===== src/rtl/uart_pkg.sv =====
// Shared definitions for the UART receive/transmit stages: FSM states,
// data width and the bit-timing helper.
package uart_pkg;

    localparam int DATA_W = 8;

    typedef enum logic [2:0] {
        IDLE,
        START,
        DATA,
        PARITY,
        STOP
    } rx_state_t;

    // Returns CLKS_PER_BIT, or half of it (for the mid-bit start sample) when half is set
    function automatic int clks_per_bit(input int clock_freq, input int baud_rate, input bit half);
        int cpb;
        cpb = clock_freq / baud_rate;
        return half ? (cpb / 2) : cpb;
    endfunction

endpackage


===== src/rtl/uart_rx_frontend_if.sv =====
// Byte handshake and error-status bundle between the UART receiver and
// the memory-mapped register read logic.
interface uart_rx_frontend_if;
    import uart_pkg::*;

    logic [DATA_W-1:0] data_out;
    logic              data_out_valid;
    logic              data_out_ready;
    logic              framing_error;
    logic              overrun;
    logic              err_clear;

    modport master (
        output data_out,
        output data_out_valid,
        output framing_error,
        output overrun,
        input  data_out_ready,
        input  err_clear
    );

    modport slave (
        input  data_out,
        input  data_out_valid,
        input  framing_error,
        input  overrun,
        output data_out_ready,
        output err_clear
    );

endinterface


===== src/rtl/uart_bit_timer.sv =====
// Loadable down-counter for UART bit timing: a load of HALF or CLKS_PER_BIT
// produces a one-cycle tick exactly that many cycles later.
module uart_bit_timer #(
    parameter int CLKS_PER_BIT = 434,
    parameter int HALF         = 217
) (
    input  logic clk,
    input  logic rst,
    input  logic load,
    input  logic load_half,
    output logic tick
);

    localparam int CW = $clog2(CLKS_PER_BIT) + 1;
    localparam logic [CW-1:0] FULL_M1 = CW'(CLKS_PER_BIT - 1);
    localparam logic [CW-1:0] HALF_M1 = CW'(HALF - 1);

    logic [CW-1:0] count;
    logic          running;

    // A load issued on the tick cycle restarts the count, so bit periods chain without gaps
    always_ff @(posedge clk) begin
        if (rst) begin
            count   <= '0;
            running <= 1'b0;
        end else if (load) begin
            count   <= load_half ? HALF_M1 : FULL_M1;
            running <= 1'b1;
        end else if (running) begin
            if (count == '0) begin
                running <= 1'b0;
            end else begin
                count <= count - 1'b1;
            end
        end
    end

    assign tick = running && (count == '0);

endmodule


===== src/rtl/uart_rx_frontend.sv =====
// UART receive front end: synchronises serial_in, samples 8N1 frames at mid-bit
// and holds one byte on a valid/ready handshake. Define UART_RX_PARITY_EN for 8E1.
module uart_rx_frontend
    import uart_pkg::*;
#(
    parameter int CLOCK_FREQ = 50_000_000,
    parameter int BAUD_RATE  = 115_200
) (
    input  logic                clk,
    input  logic                rst,
    input  logic                serial_in,
    uart_rx_frontend_if.master  rx_if
);

    localparam int CLKS_PER_BIT = clks_per_bit(CLOCK_FREQ, BAUD_RATE, 1'b0);
    localparam int HALF         = clks_per_bit(CLOCK_FREQ, BAUD_RATE, 1'b1);

    logic [1:0]        sync_q;
    logic              line;
    rx_state_t         state_q, state_d;
    logic [2:0]        bit_idx_q;
    logic [DATA_W-1:0] shift_q;
    logic              timer_load, timer_load_half, tick;
    logic              shift_en, frame_good, frame_bad, stop_ok;
    logic [DATA_W-1:0] data_q;
    logic              valid_q, framing_q, overrun_q;

    uart_bit_timer #(
        .CLKS_PER_BIT (CLKS_PER_BIT),
        .HALF         (HALF)
    ) u_bit_timer (
        .clk       (clk),
        .rst       (rst),
        .load      (timer_load),
        .load_half (timer_load_half),
        .tick      (tick)
    );

    // Reset to the idle-high level so a reset never looks like a start edge
    always_ff @(posedge clk) begin
        if (rst) begin
            sync_q <= 2'b11;
        end else begin
            sync_q <= {sync_q[0], serial_in};
        end
    end

    assign line = sync_q[1];

`ifdef UART_RX_PARITY_EN
    logic parity_ok_q;

    always_ff @(posedge clk) begin
        if (rst) begin
            parity_ok_q <= 1'b1;
        end else if (state_q == PARITY && tick) begin
            parity_ok_q <= (line == ^shift_q);
        end
    end

    assign stop_ok = line && parity_ok_q;
`else
    assign stop_ok = line;
`endif

    always_ff @(posedge clk) begin
        if (rst) begin
            state_q <= IDLE;
        end else begin
            state_q <= state_d;
        end
    end

    always_comb begin
        state_d         = state_q;
        timer_load      = 1'b0;
        timer_load_half = 1'b0;
        shift_en        = 1'b0;
        frame_good      = 1'b0;
        frame_bad       = 1'b0;
        case (state_q)
            IDLE: begin
                if (!line) begin
                    timer_load      = 1'b1;
                    timer_load_half = 1'b1;
                    state_d         = START;
                end
            end
            START: begin
                if (tick) begin
                    if (!line) begin
                        timer_load = 1'b1;
                        state_d    = DATA;
                    end else begin
                        state_d = IDLE;
                    end
                end
            end
            DATA: begin
                if (tick) begin
                    shift_en   = 1'b1;
                    timer_load = 1'b1;
                    if (bit_idx_q == 3'd7) begin
`ifdef UART_RX_PARITY_EN
                        state_d = PARITY;
`else
                        state_d = STOP;
`endif
                    end
                end
            end
`ifdef UART_RX_PARITY_EN
            PARITY: begin
                if (tick) begin
                    timer_load = 1'b1;
                    state_d    = STOP;
                end
            end
`endif
            STOP: begin
                if (tick) begin
                    state_d    = IDLE;
                    frame_good = stop_ok;
                    frame_bad  = !stop_ok;
                end
            end
            default: state_d = IDLE;
        endcase
    end

    // Bits arrive LSB first, so each new bit enters at the top and moves down
    always_ff @(posedge clk) begin
        if (rst) begin
            bit_idx_q <= '0;
            shift_q   <= '0;
        end else if (state_q == IDLE) begin
            bit_idx_q <= '0;
        end else if (shift_en) begin
            bit_idx_q <= bit_idx_q + 1'b1;
            shift_q   <= {line, shift_q[DATA_W-1:1]};
        end
    end

    // A byte landing on the same cycle as a handshake replaces the consumed one without overrun
    always_ff @(posedge clk) begin
        if (rst) begin
            data_q    <= '0;
            valid_q   <= 1'b0;
            framing_q <= 1'b0;
            overrun_q <= 1'b0;
        end else begin
            if (frame_good && (!valid_q || rx_if.data_out_ready)) begin
                data_q  <= shift_q;
                valid_q <= 1'b1;
            end else if (valid_q && rx_if.data_out_ready) begin
                valid_q <= 1'b0;
            end
            if (frame_good && valid_q && !rx_if.data_out_ready) begin
                overrun_q <= 1'b1;
            end else if (rx_if.err_clear) begin
                overrun_q <= 1'b0;
            end
            if (frame_bad) begin
                framing_q <= 1'b1;
            end else if (rx_if.err_clear) begin
                framing_q <= 1'b0;
            end
        end
    end

    assign rx_if.data_out       = data_q;
    assign rx_if.data_out_valid = valid_q;
    assign rx_if.framing_error  = framing_q;
    assign rx_if.overrun        = overrun_q;

endmodule


===== src/flat_wrapper.sv =====
// flat-port wrapper written by rule: the top's interface ports become plain ports
module uart_rx_frontend_flat import uart_pkg::*;
#(
    parameter int CLOCK_FREQ = 50_000_000,
    parameter int BAUD_RATE  = 115_200
)
  (clk, rst, serial_in, rx_if_data_out, rx_if_data_out_valid, rx_if_framing_error, rx_if_overrun, rx_if_data_out_ready, rx_if_err_clear);
  uart_rx_frontend_if rx_if_i ();
  input  logic clk;
  input  logic rst;
  input  logic serial_in;
  output wire logic [$bits(rx_if_i.data_out)-1:0] rx_if_data_out;
  output wire logic [$bits(rx_if_i.data_out_valid)-1:0] rx_if_data_out_valid;
  output wire logic [$bits(rx_if_i.framing_error)-1:0] rx_if_framing_error;
  output wire logic [$bits(rx_if_i.overrun)-1:0] rx_if_overrun;
  input wire logic [$bits(rx_if_i.data_out_ready)-1:0] rx_if_data_out_ready;
  input wire logic [$bits(rx_if_i.err_clear)-1:0] rx_if_err_clear;
  assign rx_if_data_out = rx_if_i.data_out;
  assign rx_if_data_out_valid = rx_if_i.data_out_valid;
  assign rx_if_framing_error = rx_if_i.framing_error;
  assign rx_if_overrun = rx_if_i.overrun;
  assign rx_if_i.data_out_ready = rx_if_data_out_ready;
  assign rx_if_i.err_clear = rx_if_err_clear;
  uart_rx_frontend #(.CLOCK_FREQ(CLOCK_FREQ), .BAUD_RATE(BAUD_RATE)) u_core (.clk(clk), .rst(rst), .serial_in(serial_in), .rx_if(rx_if_i));
endmodule

===== config.mk =====
export PLATFORM = sky130hd
export DESIGN_NAME = uart_rx_frontend_flat
export DESIGN_NICKNAME = d
export VERILOG_FILES = /design/src/rtl/uart_pkg.sv /design/src/rtl/uart_rx_frontend_if.sv /design/src/rtl/uart_bit_timer.sv /design/src/rtl/uart_rx_frontend.sv /design/src/flat_wrapper.sv
export SDC_FILE = /design/constraint.sdc
export NUM_CORES = 1
export LEC_CHECK = 0
export CAP_MARGIN = 20
export CELL_PAD_IN_SITES_DETAIL_PLACEMENT = 1
export CELL_PAD_IN_SITES_GLOBAL_PLACEMENT = 2
export CORE_UTILIZATION = 39
export CTS_BUF_LIST = sky130_fd_sc_hd__clkbuf_8
export CTS_CLUSTER_DIAMETER = 80
export DETAILED_ROUTE_END_ITERATION = 8
export PLACE_DENSITY = 0.92
export RECOVER_POWER = 50
export SKIP_CTS_REPAIR_TIMING = 1
export SLEW_MARGIN = 20
export SYNTH_ARGS = -nofsm -noshare
export SYNTH_HDL_FRONTEND = slang
export SYNTH_SLANG_ARGS = --single-unit

===== constraint.sdc =====
create_clock -name clk -period 5.8 [get_ports clk]
set_input_delay 1.74 -clock clk [delete_from_list [all_inputs] [get_ports clk]]
set_output_delay 1.74 -clock clk [all_outputs]
set_load 0.05 [all_outputs]

==> flow_summary.json, run 1 <==
{
  "crit_fanout": 33,
  "cts.clk_slew.worst_paths_ps": 70,
  "grt_pass1_vias": 1541,
  "cp.arrival_ps": 3850,
  "netlist_top_cells_area": "dfxtp_1, a21oi_1, nand3_1",
  "yosysWarnings": 0,
  "outcome": "finished, final reports clean",
  "vias": 1651,
  "seq_area_um2": 761,
  "dp_hpwl_um": 3100,
  "max_freq_mhz": 270,
  "track_usage_pct": 18.6,
  "p_clk_share_pct": 40.7,
  "avgRoutedWirePerCell_um": 16.0,
  "p_int_w": 0.000429,
  "reg2reg_slack_ps": 3440,
  "holdWs_ps": 424,
  "ys_seq_area_share_pct": 40.1,
  "clock-skew-final_ps": 9.21,
  "grt_pass1_wl_um": 7450,
  "drtIter0Drc": 78,
  "fill_cells": 559,
  "cts_tree": "built",
  "synth_edf_count": 0,
  "start_util_pct": 40.5,
  "drv_cap": 0,
  "ant_nets": 0,
  "die_w_um": 71.8,
  "die_h_um": 71.8,
  "finalSetupTns_ps": 0,
  "grt_setup_unrepaired": "false",
  "cts.sink_count": 38,
  "worst_pin_slew_ps": 1410,
  "hold_violations": 0,
  "mostFrequentLayoutCells": "dfxtp_1, a21oi_1, nand3_1",
  "max-vdd-ir-drop_mv": 0.0991,
  "drt-vias-per-instance": 5.79,
  "yosysUniqueCellTypes": 49,
  "nNetsFinal": 240,
  "required_ps": 5940,
  "diodes": 0,
  "fin_util_pct": 45.6,
  "worstSetupEndpointType": "register",
  "yosys.area.top_type": "dfxtp_1",
  "wirelength_um": 4570,
  "syn_inst": 224,
  "power_frac_comb_pct": 10.8,
  "netlist_area_um2": 1900,
  "h-tree-depth": 2,
  "period_share_pct": 63.9,
  "drive_above_1_share_pct": 7.36,
  "async_flop_share_pct": 0,
  "cts_made_buffers": 5,
  "drcViolationCount": 0,
  "gp_congestion": 0.802,
  "reg2reg_to": "u_core.state_q[2]",
  "powerDensity_nw_per_um2": 266,
  "min_delay_path_depth": 1,
  "pin_count": 16,
  "slew_viol_final": 0,
  "min_period_ps": 3700,
  "path_class": "in -> reg",
  "power.total_w": 0.000570,
  "dieArea_um2": 5150,
  "hold_end": "u_core.sync_q[1]",
  "mostFrequentLayoutCell": "dfxtp_1",
  "setup_violations": 0,
  "row_count": 25,
  "worst_setup_path_start_kind": "input pin",
  "clock_latency_ps": 290,
  "clock-root-buffer": "clkbuf_8",
  "coreArea_um2": 4690,
  "ys.flop_type": "dfxtp_1",
  "cts_buffer_depth": 2,
  "r2r-start": "u_core.u_bit_timer.count[0]",
  "syn_nets": 233,
  "maxSlewHeadroom_pct": 5.82,
  "worstHoldPathType": "reg -> reg",
  "hold_start": "u_core.sync_q[0]",
  "power.switching_w": 0.000141,
  "yosysTopAreaCellShare_pct": 40.1,
  "antenna_found_initial": 0,
  "grt_max_degree": 34,
  "area_growth_pct": 12.7,
  "leakage_nw": 0.755,
  "sequentialPowerShare_pct": 48.6,
  "port_buffers": 15,
  "sw_frac_of_total_pct": 24.8,
  "reg2regPathDepth": 6,
  "synth_seq_cells": 38,
  "overflow": 0,
  "syn_area_per_cell_um2": 8.48,
  "dr.pass1.iters": 4,
  "multi_input_area_um2": 1020
}
==> power groups by stage <==
| stage | Combinational [W] | Sequential [W] | Clock, W |
|---|---|---|---|
| after floorplan | 0.0000524 | 0.000277 | 0 |
| after global placement | 0.0000611 | 0.000283 | 0 |
| after detailed placement | 0.0000613 | 0.000283 | 0 |
| after CTS | 0.0000620 | 0.000277 | 0.000238 |
| after global routing | 0.0000675 | 0.000278 | 0.000247 |
| final | 0.0000613 | 0.000277 | 0.000232 |
==> cell type report <==
cell class                 count  share of cell area, %
multi-input combinational    165                   47.8
clock buffer                   6                   3.86
clock inverter                 1                   1.40
timing repair buffer          17                   7.54
tap                           54                   3.16
sequential                    38                   35.5
inverter                       4                  0.701
==> kinds of logic (layout without fill, tap and decap cells) <==
kind of cell	after synthesis	in the layout	share of synthesized area, %
buf+inv	21	28	5.66
mux	2	2	1.12
xor+xnor	5	5	2.31
compound gates	61	61	19.6
flops	38	38	40.1
simple gates	93	93	28.6
fa+ha+maj	4	4	2.64
==> registers in the layout, summed over array words and instances, names as in the netlist <==
register / count
u_core.u_bit_timer.count: 10
u_core.rx_if.data_out: 8
u_core.shift_q: 8
u_core.bit_idx_q: 3
u_core.state_q: 3
u_core.sync_q: 2
u_core.rx_if.data_out_valid: 1
u_core.rx_if.framing_error: 1
u_core.rx_if.overrun: 1
u_core.u_bit_timer.running: 1
==> metrics by stage <==
step / cells / cell area [µm²] / setup slack, ps
4_1_cts: 285 / 2150 / 2610
5_1_grt: 285 / 2140 / 1860
3_5_place_dp: 278 / 2040 / 2650
6_report: 285 / 2140 / 2100
2_1_floorplan: 224 / 1900 / 3320
3_3_place_gp: 278 / 2040 / 2680
==> cell usage after synthesis, types with 2 or more instances <==
cell        n
a2111oi_0   3
a21oi_1    29
a31oi_1     2
buf_2       5
buf_4       2
buf_6       2
clkbuf_1    7
dfxtp_1    38
ha_1        4
inv_1       4
nand2_1    18
nand2b_1    4
nand3_1    23
nand3b_1    2
nand4_1     3
nor2_1     11
nor2b_1     3
nor3_1      8
nor3b_1     3
nor4_1      2
nor4b_1     2
nor4b_4     2
o211ai_1    2
o21ai_0    13
o41ai_1     2
or2_2       4
xor2_1      4
==> how the worst max path moves through the flow <==
stage	from	endpoint	slack [ps]
finish	rst	u_core.u_bit_timer.count[1]	2100
detailed placement	rst	u_core.u_bit_timer.count[1]	2650
global route	rst	u_core.u_bit_timer.count[1]	1860
floorplan	rst	u_core.rx_if.overrun	3320
CTS	u_core.rx_if.data_out_valid	rx_if_data_out_valid	2610
global placement	rst	u_core.u_bit_timer.count[1]	2680
==> metal layers <==
layer	up-vias	part of all wire (%)	global-route usage (%)
li1	833	-	-
met1	783	51	25.0
met2	28	45	29.4
met3	7	3.5	4.22
met4	0	1.3	6.54
met5	-	0	0
==> worst max-delay path, cell delays in order <==
cell and delay (ps):
dlygate4sd3_1 520, clkbuf_1 1020, nor2_1 240, o21ai_0 240, a211oi_1 90
Note: power is estimated with default switching activity, not from simulation.
==> run 2: changes to the inputs <==
CORE_UTILIZATION = 36   (was 39)
PLACE_DENSITY = 0.87   (was 0.92)
clock period = 3.8 ns   (was 5.8 ns; I/O delays follow)
==> run 2 against run 1 <==
Sequential share of layout area shrank 0.23 points. Register-to-register slack got worse by 2000 ps. Combinational power rose by 56%. First-iteration DRC count down 18%. Core utilization decreased by 3.4 points. Critical path type is now reg -> out. Critical endpoint is now rx_if_data_out_valid. Largest cell class unchanged.
==> flow_summary.json, run 2 (synthesis gave the netlist of run 1 again) <==
{
  "worst_setup_path_start_kind": "register",
  "ant_nets": 0,
  "dr.pass1.iters": 4,
  "maxSlewHeadroom_pct": 44.8,
  "worst_pin_slew_ps": 807,
  "gp_congestion": 0.803,
  "clock-skew-final_ps": 11.1,
  "setup_ws_ps": 1200,
  "worstSetupEndpointType": "output pin",
  "cts.sink_count": 38,
  "h-tree-depth": 2,
  "seq_area_um2": 761,
  "slew_viol_final": 0,
  "grt_pass1_wl_um": 7450,
  "drtIter0Drc": 64,
  "period_share_pct": 68.3,
  "max_freq_mhz": 385,
  "row_count": 26,
  "reg2reg_slack_ps": 1470,
  "cts_buffer_depth": 2,
  "drv_cap": 0,
  "cts_made_buffers": 5,
  "crit_fanout": 3,
  "clock-root-buffer": "clkbuf_8",
  "drive_above_1_share_pct": 8.62,
  "critPathSlowestCell": "clkdlybuf4s50_1",
  "vias": 1640,
  "coreArea_um2": 5110,
  "pin_count": 16,
  "critPathBufInv": 1,
  "powerDensity_nw_per_um2": 378,
  "largest_reg_flops": 10,
  "grt_pass1_vias": 1502,
  "dp_hpwl_um": 3170,
  "final_area_um2": 2150,
  "drcViolationCount": 0,
  "cts_tree": "built",
  "fill_cells": 629,
  "min_period_ps": 2600,
  "multi_input_area_um2": 1030,
  "finalSetupTns_ps": 0,
  "hold_violations": 0,
  "drt-vias-per-instance": 5.43,
  "grt_setup_unrepaired": "false",
  "nNetsFinal": 240,
  "mostFrequentLayoutCell": "dfxtp_1",
  "start_util_pct": 37.2,
  "dieArea_um2": 5570,
  "cp.arrival_ps": 1460,
  "regMostFlops": "u_core.u_bit_timer.count",
  "avgRoutedWirePerCell_um": 15.1,
  "worstHoldPathType": "reg -> reg",
  "track_usage_pct": 17.9,
  "area_growth_pct": 13.4,
  "port_buffers": 15,
  "clock_latency_ps": 300,
  "required_ps": 2660,
  "outcome": "finished, final reports clean",
  "die_h_um": 74.6,
  "mostFrequentLayoutCells": "dfxtp_1, a21oi_1, nand3_1",
  "wirelength_um": 4560,
  "grt_max_degree": 34,
  "max-vdd-ir-drop_mv": 0.191,
  "place_ws_ps": 1170,
  "crit_chain": "clkdlybuf4s50_1",
  "power.total_w": 0.000814,
  "setup_violations": 0,
  "leakage_nw": 0.749,
  "diodes": 0,
  "path_class": "reg -> out",
  "antenna_found_initial": 0,
  "crit_family": "buffers and inverters",
  "placed_cell_area_um2": 2060,
  "overflow": 0,
  "slowest_delay_ps": 810,
  "cts.clk_slew.worst_paths_ps": 80,
  "die_w_um": 74.6
}
## run 2: changes by cell type in the layout (fill, tap and decap cells not counted), sizes merged
| cell | delta |
|---|---|
| buf | +1 |
| dlygate4sd3 | +1 |
| clkdlybuf4s50 | -1 |
| bufinv | -1 |
| clkbuf | -1 |
| clkinvlp | +1 |
| clkinv | +1 |
## run 2: layer usage
layer	share of wire, %	up-vias	GRT usage [%]
met3	2.5	5	4.82
met1	50	781	24.0
met2	46	22	28.0
li1	-	832	-
met5	0	-	0
met4	1.1	0	5.66
## run 2: path summary, 6_finish.rpt
check,start,to,cells after the start
max reg2reg,u_core.u_bit_timer.count[0],u_core.state_q[2],6
min,u_core.sync_q[0],u_core.sync_q[1],1
min reg2reg,u_core.sync_q[0],u_core.sync_q[1],1
max,u_core.rx_if.data_out_valid,rx_if_data_out_valid,1
## run 2: per-stage QoR
step	util (%)	hold slack, ps	instances
floorplan	-	389	224
global placement	40.3	391	294
detailed placement	40.3	403	294
CTS	42.2	422	302
global route	42.2	439	302
finish	42.2	419	302
## run 2: where the power goes
| group | internal, W | switching [W] | total, W |
|---|---|---|---|
| registers | 0.000406 | 0.0000172 | 0.000423 |
| logic | 0.0000386 | 0.0000569 | 0.0000955 |
| clock network | 0.000146 | 0.000149 | 0.000295 |
## run 2: final cells by class
cell class / instances / area share, %
clock buffers: 6 / 3.83
flip-flops and latches: 38 / 35.3
clock inverters: 2 / 0.581
inverters: 4 / 0.697
repair buffers: 17 / 7.67
well taps: 70 / 4.07
multi-input cells: 165 / 47.9
==> run 3: changes to the inputs <==
CORE_UTILIZATION = 33   (was 36)
PLACE_DENSITY = 0.84   (was 0.87)
clock period = 2.1 ns   (was 3.8 ns; I/O delays follow)
==> run 3 against run 2 <==
Total power rose by 87%. Register-to-register slack worse by 1300 ps. Die area increased by 8.8%. Sequential cell count did not move. Cell count is 8.9% higher. Largest power group unchanged.
==> flow_summary.json, run 3 (synthesis gave the netlist of run 1 again) <==
{
  "required_ps": 1470,
  "worstHoldPathType": "reg -> reg",
  "p_clk_share_pct": 34.5,
  "cts_tree": "built",
  "powerDensity_nw_per_um2": 658,
  "crit_fanout": 2,
  "drtIter0Drc": 52,
  "power_frac_comb_pct": 15.5,
  "track_usage_pct": 17.2,
  "clock_latency_ps": 280,
  "max-vdd-ir-drop_mv": 0.277,
  "cts.clk_slew.worst_paths_ps": 80,
  "dieArea_um2": 6060,
  "crit_chain": "clkdlybuf4s50_1",
  "grt_pass1_vias": 1630,
  "wirelength_um": 4980,
  "power.switching_w": 0.000414,
  "cp.arrival_ps": 1410,
  "path_class": "reg -> out",
  "drv_cap": 0,
  "hold_violations": 0,
  "dr.pass1.iters": 4,
  "antenna_found_initial": 0,
  "setup_violations": 0,
  "diodes": 0,
  "sw_frac_of_total_pct": 27.1,
  "drt-vias-per-instance": 5.38,
  "mostFrequentLayoutCell": "dfxtp_1",
  "slowest_delay_ps": 800,
  "overflow": 0,
  "drive_above_1_share_pct": 17.1,
  "start_util_pct": 34.3,
  "place_ws_ps": 14.2,
  "regMostFlops": "u_core.u_bit_timer.count",
  "die_h_um": 77.9,
  "critPathSlowestCell": "clkdlybuf4s50_1",
  "setup_ws_ps": 57.5,
  "cts_made_buffers": 5,
  "max_freq_mhz": 490,
  "min_period_ps": 2040,
  "cts_buffer_depth": 2,
  "worstSetupEndpointType": "output pin",
  "h-tree-depth": 2,
  "outcome": "finished, final reports clean",
  "critPathBufInv": 1,
  "grt_pass1_wl_um": 8200,
  "mostFrequentLayoutCells": "dfxtp_1, a21oi_1, nand3_1",
  "p_int_w": 0.00111,
  "die_w_um": 77.9,
  "worst_setup_path_start_kind": "register",
  "coreArea_um2": 5540,
  "gp_congestion": 0.810,
  "largest_reg_flops": 10,
  "sequentialPowerShare_pct": 50.0,
  "clock-root-buffer": "clkbuf_8",
  "nNetsFinal": 265,
  "period_share_pct": 97.3,
  "vias": 1769,
  "avgRoutedWirePerCell_um": 15.1,
  "slew_viol_final": 0,
  "crit_family": "buffers and inverters",
  "ant_nets": 0,
  "clock-skew-final_ps": 6.31,
  "dp_hpwl_um": 3490,
  "fill_cells": 661,
  "grt_setup_unrepaired": "false",
  "leakage_nw": 0.855,
  "pin_count": 16,
  "maxSlewHeadroom_pct": 60.1,
  "area_growth_pct": 22.0,
  "worst_pin_slew_ps": 602,
  "row_count": 27,
  "fin_util_pct": 41.8,
  "cts.sink_count": 38,
  "drcViolationCount": 0,
  "grt_max_degree": 20,
  "port_buffers": 15
}
## run 3: path summary, 6_finish.rpt
path                                                  start                           to  slack [ps]  depth (start not counted)
worst max-delay path               u_core.rx_if.data_out[2]            rx_if_data_out[2]          60                          1
worst min-delay path                       u_core.sync_q[0]             u_core.sync_q[1]         420                          1
worst max register to register  u_core.u_bit_timer.count[1]  u_core.u_bit_timer.count[5]         180                          6
worst min register to register             u_core.sync_q[0]             u_core.sync_q[1]         420                          1
## run 3: area by class of cell
cell class | instances | area, µm² | area share [%]
tap | 72 | 90.1 | 3.89
inverter | 4 | 15.0 | 0.648
timing repair buffer | 42 | 308 | 13.3
clock inverter | 2 | 12.5 | 0.540
sequential | 38 | 761 | 32.8
multi-input combinational | 165 | 1050 | 45.2
clock buffer | 6 | 82.6 | 3.56
## run 3: power by group through the flow
stage / clock network [W] / logic, W / registers [W]
6_report: 0.000526 / 0.000237 / 0.000761
5_1_grt: 0.000576 / 0.000258 / 0.000763
4_1_cts: 0.000548 / 0.000238 / 0.000759
3_5_place_dp: 0 / 0.000236 / 0.000776
3_3_place_gp: 0 / 0.000231 / 0.000776
2_1_floorplan: 0 / 0.000145 / 0.000764
## run 3: stage by stage
stage | area [µm²] | hold slack (ps) | total power [W] | std cells | setup TNS (ps)
after detailed placement | 2240 | 400 | 0.00101 | 321 | 0
after global routing | 2320 | 423 | 0.00160 | 329 | 0
after floorplan | 1900 | 389 | 0.000909 | 224 | 0
final | 2320 | 415 | 0.00152 | 329 | 0
after global placement | 2240 | 395 | 0.00101 | 321 | 0
after CTS | 2340 | 420 | 0.00154 | 329 | -70.0
## run 3: per-layer routing
metal / wire length, µm / track usage [%] / vias to the layer above
met5: 0 / 0 / -
met4: 47 / 5.09 / 0
met3: 95 / 2.82 / 4
met2: 2200 / 25.7 / 20
met1: 2640 / 25.2 / 868
li1: - / - / 877
